### config.mk
export PLATFORM = sky130hd
export DESIGN_NAME = bp_io_cmd_arbiter
export DESIGN_NICKNAME = d
export VERILOG_FILES = /design/src/rtl/bp_io_cmd_arbiter.sv
export SDC_FILE = /design/constraint.sdc
export NUM_CORES = 1
export LEC_CHECK = 0
export CAP_MARGIN = 10
export CORE_AREA = 2 2 257 259
export CTS_CLUSTER_SIZE = 40
export DETAILED_ROUTE_END_ITERATION = 8
export DIE_AREA = 0 0 259 261
export GPL_TIMING_DRIVEN = 0
export PLACE_DENSITY = 0.36
export SLEW_MARGIN = 20
export SYNTH_ARGS = -nofsm -noshare
export SYNTH_HDL_FRONTEND = slang
export SYNTH_SLANG_ARGS = --single-unit
export TNS_END_PERCENT = 1
### constraint.sdc
create_clock -name clk_i -period 3.7 [get_ports clk_i]
set_input_delay 0.74 -clock clk_i [delete_from_list [all_inputs] [get_ports clk_i]]
set_output_delay 0.74 -clock clk_i [all_outputs]
set_load 0.005 [all_outputs]
### src/rtl/bp_io_cmd_arbiter.sv
// Shares one host-side BedRock I/O command/response port among several requesters:
// round-robin command grant, credit-limited issue, in-order response steering, quiesce FSM.
module bp_io_cmd_arbiter #(
    parameter int num_req_p         = 2,
    parameter int msg_width_p       = 128,
    parameter int max_outstanding_p = 8
) (
    input  logic                                   clk_i,
    input  logic                                   reset_n_i,
    input  logic [num_req_p*msg_width_p-1:0]       req_cmd_i,
    input  logic [num_req_p-1:0]                   req_cmd_v_i,
    output logic [num_req_p-1:0]                   req_cmd_yumi_o,
    output logic [msg_width_p-1:0]                 req_resp_o,
    output logic [num_req_p-1:0]                   req_resp_v_o,
    input  logic [num_req_p-1:0]                   req_resp_yumi_i,
    output logic [msg_width_p-1:0]                 mem_cmd_o,
    output logic                                   mem_cmd_v_o,
    input  logic                                   mem_cmd_ready_i,
    input  logic [msg_width_p-1:0]                 mem_resp_i,
    input  logic                                   mem_resp_v_i,
    output logic                                   mem_resp_yumi_o,
    input  logic                                   quiesce_i,
    output logic                                   halted_o,
    output logic [$clog2(max_outstanding_p+1)-1:0] outstanding_o
);

    localparam int IdW  = (num_req_p > 1) ? $clog2(num_req_p) : 1;
    localparam int PtrW = (max_outstanding_p > 1) ? $clog2(max_outstanding_p) : 1;
    localparam int CntW = $clog2(max_outstanding_p + 1);

    localparam logic [CntW-1:0] MaxCnt  = CntW'(max_outstanding_p);
    localparam logic [PtrW-1:0] LastPtr = PtrW'(max_outstanding_p - 1);

    localparam logic [1:0] StRun   = 2'd0;
    localparam logic [1:0] StDrain = 2'd1;
    localparam logic [1:0] StHalt  = 2'd2;

    logic [IdW-1:0]  rrPtr_q, rrPtr_d;
    logic [IdW-1:0]  winner;
    logic [IdW-1:0]  head;
    logic [CntW-1:0] count_q, count_d;
    logic [PtrW-1:0] wrPtr_q, wrPtr_d;
    logic [PtrW-1:0] rdPtr_q, rdPtr_d;
    logic [1:0]      state_q, state_d;
    logic [IdW-1:0]  idFifo_q [max_outstanding_p];

    logic anyValid;
    logic fifoFull;
    logic fifoEmpty;
    logic issueOk;
    logic cmdXfer;
    logic respPop;
    int   idx;

    function automatic logic [PtrW-1:0] nextPtr(input logic [PtrW-1:0] ptr);
        return (ptr == LastPtr) ? '0 : ptr + PtrW'(1);
    endfunction

    // The outstanding count equals the ID FIFO occupancy, so it also serves as the FIFO level.
    assign fifoEmpty = (count_q == '0);
    assign fifoFull  = (count_q == MaxCnt);
    assign issueOk   = (state_q == StRun) && (count_q < MaxCnt) && !fifoFull;

    always_comb begin
        winner   = '0;
        anyValid = 1'b0;
        idx      = 0;
        for (int k = 0; k < num_req_p; k++) begin
            idx = int'(rrPtr_q) + k;
            if (idx >= num_req_p) begin
                idx = idx - num_req_p;
            end
            if (!anyValid && req_cmd_v_i[IdW'(idx)]) begin
                winner   = IdW'(idx);
                anyValid = 1'b1;
            end
        end
    end

    assign mem_cmd_v_o = reset_n_i & issueOk & anyValid;
    assign cmdXfer     = mem_cmd_v_o & mem_cmd_ready_i;
    assign mem_cmd_o   = req_cmd_i[int'(winner)*msg_width_p +: msg_width_p];

    always_comb begin
        req_cmd_yumi_o = '0;
        if (cmdXfer) begin
            req_cmd_yumi_o[winner] = 1'b1;
        end
    end

    assign head       = idFifo_q[rdPtr_q];
    assign req_resp_o = mem_resp_i;

    always_comb begin
        req_resp_v_o = '0;
        if (reset_n_i && mem_resp_v_i && !fifoEmpty) begin
            req_resp_v_o[head] = 1'b1;
        end
    end

    // A response arriving with nothing outstanding is consumed and dropped.
    assign respPop         = reset_n_i & mem_resp_v_i & !fifoEmpty & req_resp_yumi_i[head];
    assign mem_resp_yumi_o = reset_n_i & mem_resp_v_i & (fifoEmpty | req_resp_yumi_i[head]);

    always_comb begin
        rrPtr_d = rrPtr_q;
        if (cmdXfer) begin
            rrPtr_d = (int'(winner) + 1 >= num_req_p) ? '0 : winner + IdW'(1);
        end
    end

    always_comb begin
        count_d = count_q;
        case ({cmdXfer, respPop})
            2'b10:   count_d = count_q + CntW'(1);
            2'b01:   count_d = count_q - CntW'(1);
            default: count_d = count_q;
        endcase
    end

    assign wrPtr_d = cmdXfer ? nextPtr(wrPtr_q) : wrPtr_q;
    assign rdPtr_d = respPop ? nextPtr(rdPtr_q) : rdPtr_q;

    always_comb begin
        state_d = state_q;
        case (state_q)
            StRun: begin
                if (quiesce_i) state_d = StDrain;
            end
            StDrain: begin
                if (!quiesce_i)          state_d = StRun;
                else if (count_d == '0)  state_d = StHalt;
            end
            StHalt: begin
                if (!quiesce_i) state_d = StRun;
            end
            default: state_d = StRun;
        endcase
    end

    always_ff @(posedge clk_i) begin
        if (!reset_n_i) begin
            rrPtr_q <= '0;
            count_q <= '0;
            wrPtr_q <= '0;
            rdPtr_q <= '0;
            state_q <= StRun;
        end else begin
            rrPtr_q <= rrPtr_d;
            count_q <= count_d;
            wrPtr_q <= wrPtr_d;
            rdPtr_q <= rdPtr_d;
            state_q <= state_d;
        end
    end

    always_ff @(posedge clk_i) begin
        if (cmdXfer) begin
            idFifo_q[wrPtr_q] <= winner;
        end
    end

    assign halted_o      = (state_q == StHalt);
    assign outstanding_o = count_q;

    spuriousResp: assert property (@(posedge clk_i) disable iff (!reset_n_i)
                                   !(mem_resp_v_i && fifoEmpty));

endmodule
; Word-level counts from Yosys, hierarchy flattened
; Memories as Yosys holds them, arrays and structs flattened. A register that Yosys moved wholly into a read port is not among the register bits.
; Cells that the tools add are included.
[word_totals]
reg_bits = 13
ramBits = 8
out_inout_bits = 267
n_memories = 1
[memory_table]
columns = memory, words, width, read_ports, rd_clocked_by_memory_dff, wr, line
row1 = idFifo_q, 8, 1, 1, 1, 1, 45  ; logic [IdW-1:0] idFifo_q [max_outstanding_p];
[classes]
n_addsub = 9
magnitude_cmp = 10
eq_ne = 10
shifts = 1
mux = 31
n_bitwise = 8
reduce_logical = 14
[op_table]
columns = operator, n
row1 = 256-bit by 9-bit indexed part select with 128-bit output, 1
row2 = 1-bit 2-to-1 mux, 17
row3 = 2-bit 2-to-1 mux, 6
row4 = 3-bit 2-to-1 mux, 4
row5 = 4-bit logical NOT, 2
row6 = 4-bit one-hot mux with 2 select lines, 1
row7 = 1-bit AND, 7
row8 = 1-bit logical AND, 7
row9 = 3-bit by 1-bit adder with 3-bit output (second input constant), 2
row10 = 3-bit equality test (second input constant), 2
row11 = 1-bit by 3-bit < comparator with 1-bit output (second input constant), 2
row12 = 2-bit one-hot mux with 3 select lines, 1
row13 = 1-bit by 1-bit adder with 2-bit output (second input constant), 2
row14 = 4-bit by 1-bit adder with 4-bit output (second input constant), 1
row15 = 2-bit by 1-bit equality test with 1-bit output (second input constant), 2
row16 = 2-bit equality test (second input constant), 2
row17 = 4-bit equality test (second input constant), 1
row18 = 2-bit >= comparator (second input constant), 2
row19 = 1-bit by 2-bit < comparator with 1-bit output (second input constant), 2
row20 = 4-bit < comparator (second input constant), 1
row21 = 2-bit != test (second input constant), 2
row22 = 4-bit by 1-bit subtractor with 4-bit output (second input constant), 1
row23 = 1-bit logical NOT, 3
row24 = 3-bit != test (second input constant), 1
row25 = other kinds (8), 11

; Longest topological paths before layout
[depth]
ltp_word = 17
mapped_depth = 12
ltp_nobuf = 11

; Worst setup path after synthesis
; Ideal clock, no wire load.
[synth_timing]
path_kind = reg2reg
from = register with a tool-made name
to = register state_q[1]
t_arrival_ns = 2.867
t_required_ns = 3.583
setup_slack_ns = 0.716
stages_incl_launch_ff = 12
path_buffers = 0
path_cell_list = dfxtp_1 -> mux4_1 -> mux2i_4 -> mux2i_2 -> ha_1 -> xor2_1 -> ha_1 -> a21oi_1 -> mux2i_1 -> xnor2_1 -> nor4_1 -> a32o_1
[synth_lines]
columns = item, line
row1 = end signal: assignment, 147  ; state_q <= StRun;
row2 = end signal: assignment, 153  ; state_q <= state_d;
row3 = end: declaration, 44  ; logic [1:0] state_q, state_d;

; Worst setup path after layout
[layout_timing]
from = input req_cmd_v_i[0]
to = output mem_cmd_o[72]
[layout_via]
elab_chain_len = 7
[layout_rtl]
columns = item, line
row1 = start: declaration, 11  ; input logic [num_req_p-1:0] req_cmd_v_i,
row2 = 1-bit 2-to-1 mux (not written as such) (2 in a row), 73  ; if (!anyValid && req_cmd_v_i[IdW'(idx)]) begin
row3 = 1-bit 2-to-1 mux, 73
row4 = 1-bit logical NOT, 73
row5 = 1-bit logical AND, 73
row6 = 1-bit 2-to-1 mux (*), 73
row7 = net winner, 39  ; logic [IdW-1:0] winner;
row8 = 256-bit by 9-bit indexed part select with 128-bit output (*), 82  ; assign mem_cmd_o = req_cmd_i[int'(winner)*msg_width_p +: msg_width_p];
row9 = end: declaration, 16  ; output logic [msg_width_p-1:0] mem_cmd_o,
; Mark *: on every way through the listed nets, which the timed path passes. The rest lies on a longest branch. The select of a mux whose other input is x is not followed.

==> out/qor.csv <==
metric;value;unit
status;completed;
buffer_ports.inserted;529;
drt_iter0_markers;175;
vias_per_cell;2.738;
post_cts_buffers;0;
fin_skew;0.004517;ns
postCtsHoldBufs;0;
period_minus_slack;3.647;ns
die_x;259;µm
path_buf_inv;4;
drtAntennaViolNets;0;
period_share;98.58;%
fmax;274.2;MHz
synth_cell_type_count;39;
slew_headroom;67.87;%
clk_path_buf_depth;2;
finalWirelength;37630;µm
clock-root-buffer;clkbuf_16;
postPlaceCellArea;10060;µm²
drc;0;
globalRouteMet2Util;15.34;%
synth_cells;385;
syn-num-nets;785;
final_common_cell;clkdlybuf4s50_1;
slowest_delay;0.49;ns
hold_slack;0.4588;ns
maxCapViolations;0;
cp_max_fo;17;
required;2.96;ns
yosysSeqAreaShare;15.22;%
gr-total-overflow;0;
yosys_warnings;0;
clk_pin_slew;0.06;ns
hp-class;register to register;
synth-seq-cells;24;
crit_family;buffers and inverters;
die_h;261;µm
leakage;3.783;nW
hpwl;34560;µm
finalHoldViolCount;0;
setup_ws;0.05262;ns
path_cells;clkdlybuf4s50_1 > and2_1 > clkbuf_2 > buf_2 > mux2_2 > clkdlybuf4s50_1;
end_kind;output port;
vias;4906;
most-common-layout-cells;518 x clkdlybuf4s50_1, 133 x buf_4, 128 x mux2_2;
tightest_slew;0.4812;ns
tritoncts;yes;
grt_usage;10.34;%
place_ws;-1.157;ns
cp.arrival;2.91;ns
syn_to_final_growth;178.7;%
rows;94;
rsz0062_at_grt;yes;
place.gp.congestion;0.7965;
design.core.area;65040;µm²
nets;1319;
final_cell_area;10260;µm²
grt_pass1_wl;46980;µm
crit_path_top_delay_cell;clkdlybuf4s50_1;
antenna_found_initial;31;
grt_pass1_vias;5287;
finalMaxSlewViolations;0;
first_pass_iters;4;
dieArea;67600;µm²
tns;0;ns
grtUsageMet3;4.249;%
grt.busiest_layer;met2;
worstSetupPathType;input port to output port;
setup_viol_count_final;0;
cpMostUsedCell;clkdlybuf4s50_1;
cts_made_buffers;3;
netlist_area;3682;µm²
num-fill-cells;7321;
grt_max_degree;18;
wl_per_cell;21.00;µm
ir_worst_vdd;0.1612;mV
clock_sinks;24;
power_density;154.0;nW/µm²
worstSkewPairLatency;0.26;ns
syn_area_per_cell;9.564;µm²
cp-start-kind;input port;
initial_core_util;5.662;%
met1_usage;13.83;%
cts_htree_levels;1;
ios;660;
drive_above_1_share;30.61;%
## worst paths after layout
kind,startpoint,endpoint,slack (ns),depth (start not counted)
min,state_q[1],state_q[0],0.46,1
max,req_cmd_v_i[0],mem_cmd_o[72],0.05,6
max reg2reg,register,state_q[1],0.38,11
min reg2reg,state_q[1],state_q[0],0.46,1
## cells by family (layout without fill, tap and decap cells)
logic type	count (synthesis)	count (layout)	synth area share, %
buf+inv	147	680	28.44
xor+xnor	4	4	0.9516
fa+ha+maj	7	7	2.378
simple gates	53	53	7.917
other cells	0	10	0
compound gates	15	15	2.718
mux	135	135	42.37
flops	24	24	15.22
## report_power, final
| part | total (W) | internal (W) | switching (W) |
|---|---|---|---|
| Sequential | 0.000282 | 0.000276 | 0.00000598 |
| Combinational | 0.000986 | 0.000694 | 0.000292 |
| Clock | 0.000312 | 0.000215 | 0.0000970 |
## final cells by class
cell class,count,area [µm²],share of cell area [%]
Antenna cell,10,25.02,0.2438
Timing Repair Buffer,529,5296,51.60
Clock buffer,3,75.07,0.7314
Buffer,147,1110,10.81
Sequential cell,24,560.5,5.461
Multi-Input combinational cell,214,2086,20.32
Clock inverter,1,30.03,0.2926
Tap cell,864,1081,10.53
## cell usage after synthesis
master    instances  area share, %
xor2_1            1           0.24
nand4_1           2           0.34
buf_1             3           0.31
and4bb_2          1           0.34
a21boi_0          2           0.41
nor2b_1           5           0.85
buf_2            12            1.6
ha_1              7            2.4
a41oi_1           1           0.24
clkbuf_1          4           0.41
or3_1             1           0.17
mux2_2          128             39
nor3_1            3           0.41
a21boi_1          1           0.20
and2_1            3           0.51
or4_1             1           0.20
nand3_1           4           0.54
a32o_1            1           0.27
and4b_1           1           0.27
mux4_1            2            1.4
nor3b_1           3           0.61
o21ai_1           3           0.41
mux2i_4           1           0.61
a22o_1            1           0.24
xnor2_1           3           0.71
nand2_1          13            1.3
o31ai_1           1           0.20
nor2_1            9           0.92
nor4_1            2           0.34
dfxtp_1          16            8.7
nand3b_1          1           0.20
mux2i_1           3           0.82
a21oi_1           4           0.54
buf_4           128             26
a211oi_1          1           0.20
and3_1            1           0.17
nor4b_1           3           0.71
edfxtp_1          8            6.5
mux2i_2           1           0.37
## layer usage
metal	vias up	share of wire [%]
met5	-	0.19
met4	12	1.1
met3	32	12
met2	308	44
met1	2251	43
li1	2303	-
## what timing repair did
item                       in CTS  in global routing
setup endpoints to repair     129                 34
pin swaps                       0                  0
resized for setup              38                  8
cloned                          0                  0
## per-stage QoR
stage,cells,utilization [%],total power [W]
after floorplan,385,-,0.0005586
after global placement,1778,15.47,0.001291
after detailed placement,1778,15.47,0.001283
after CTS,1782,15.70,0.001609
after global routing,1788,15.77,0.001666
final,1792,15.78,0.001581
Note: power is estimated with default switching activity, not from simulation.
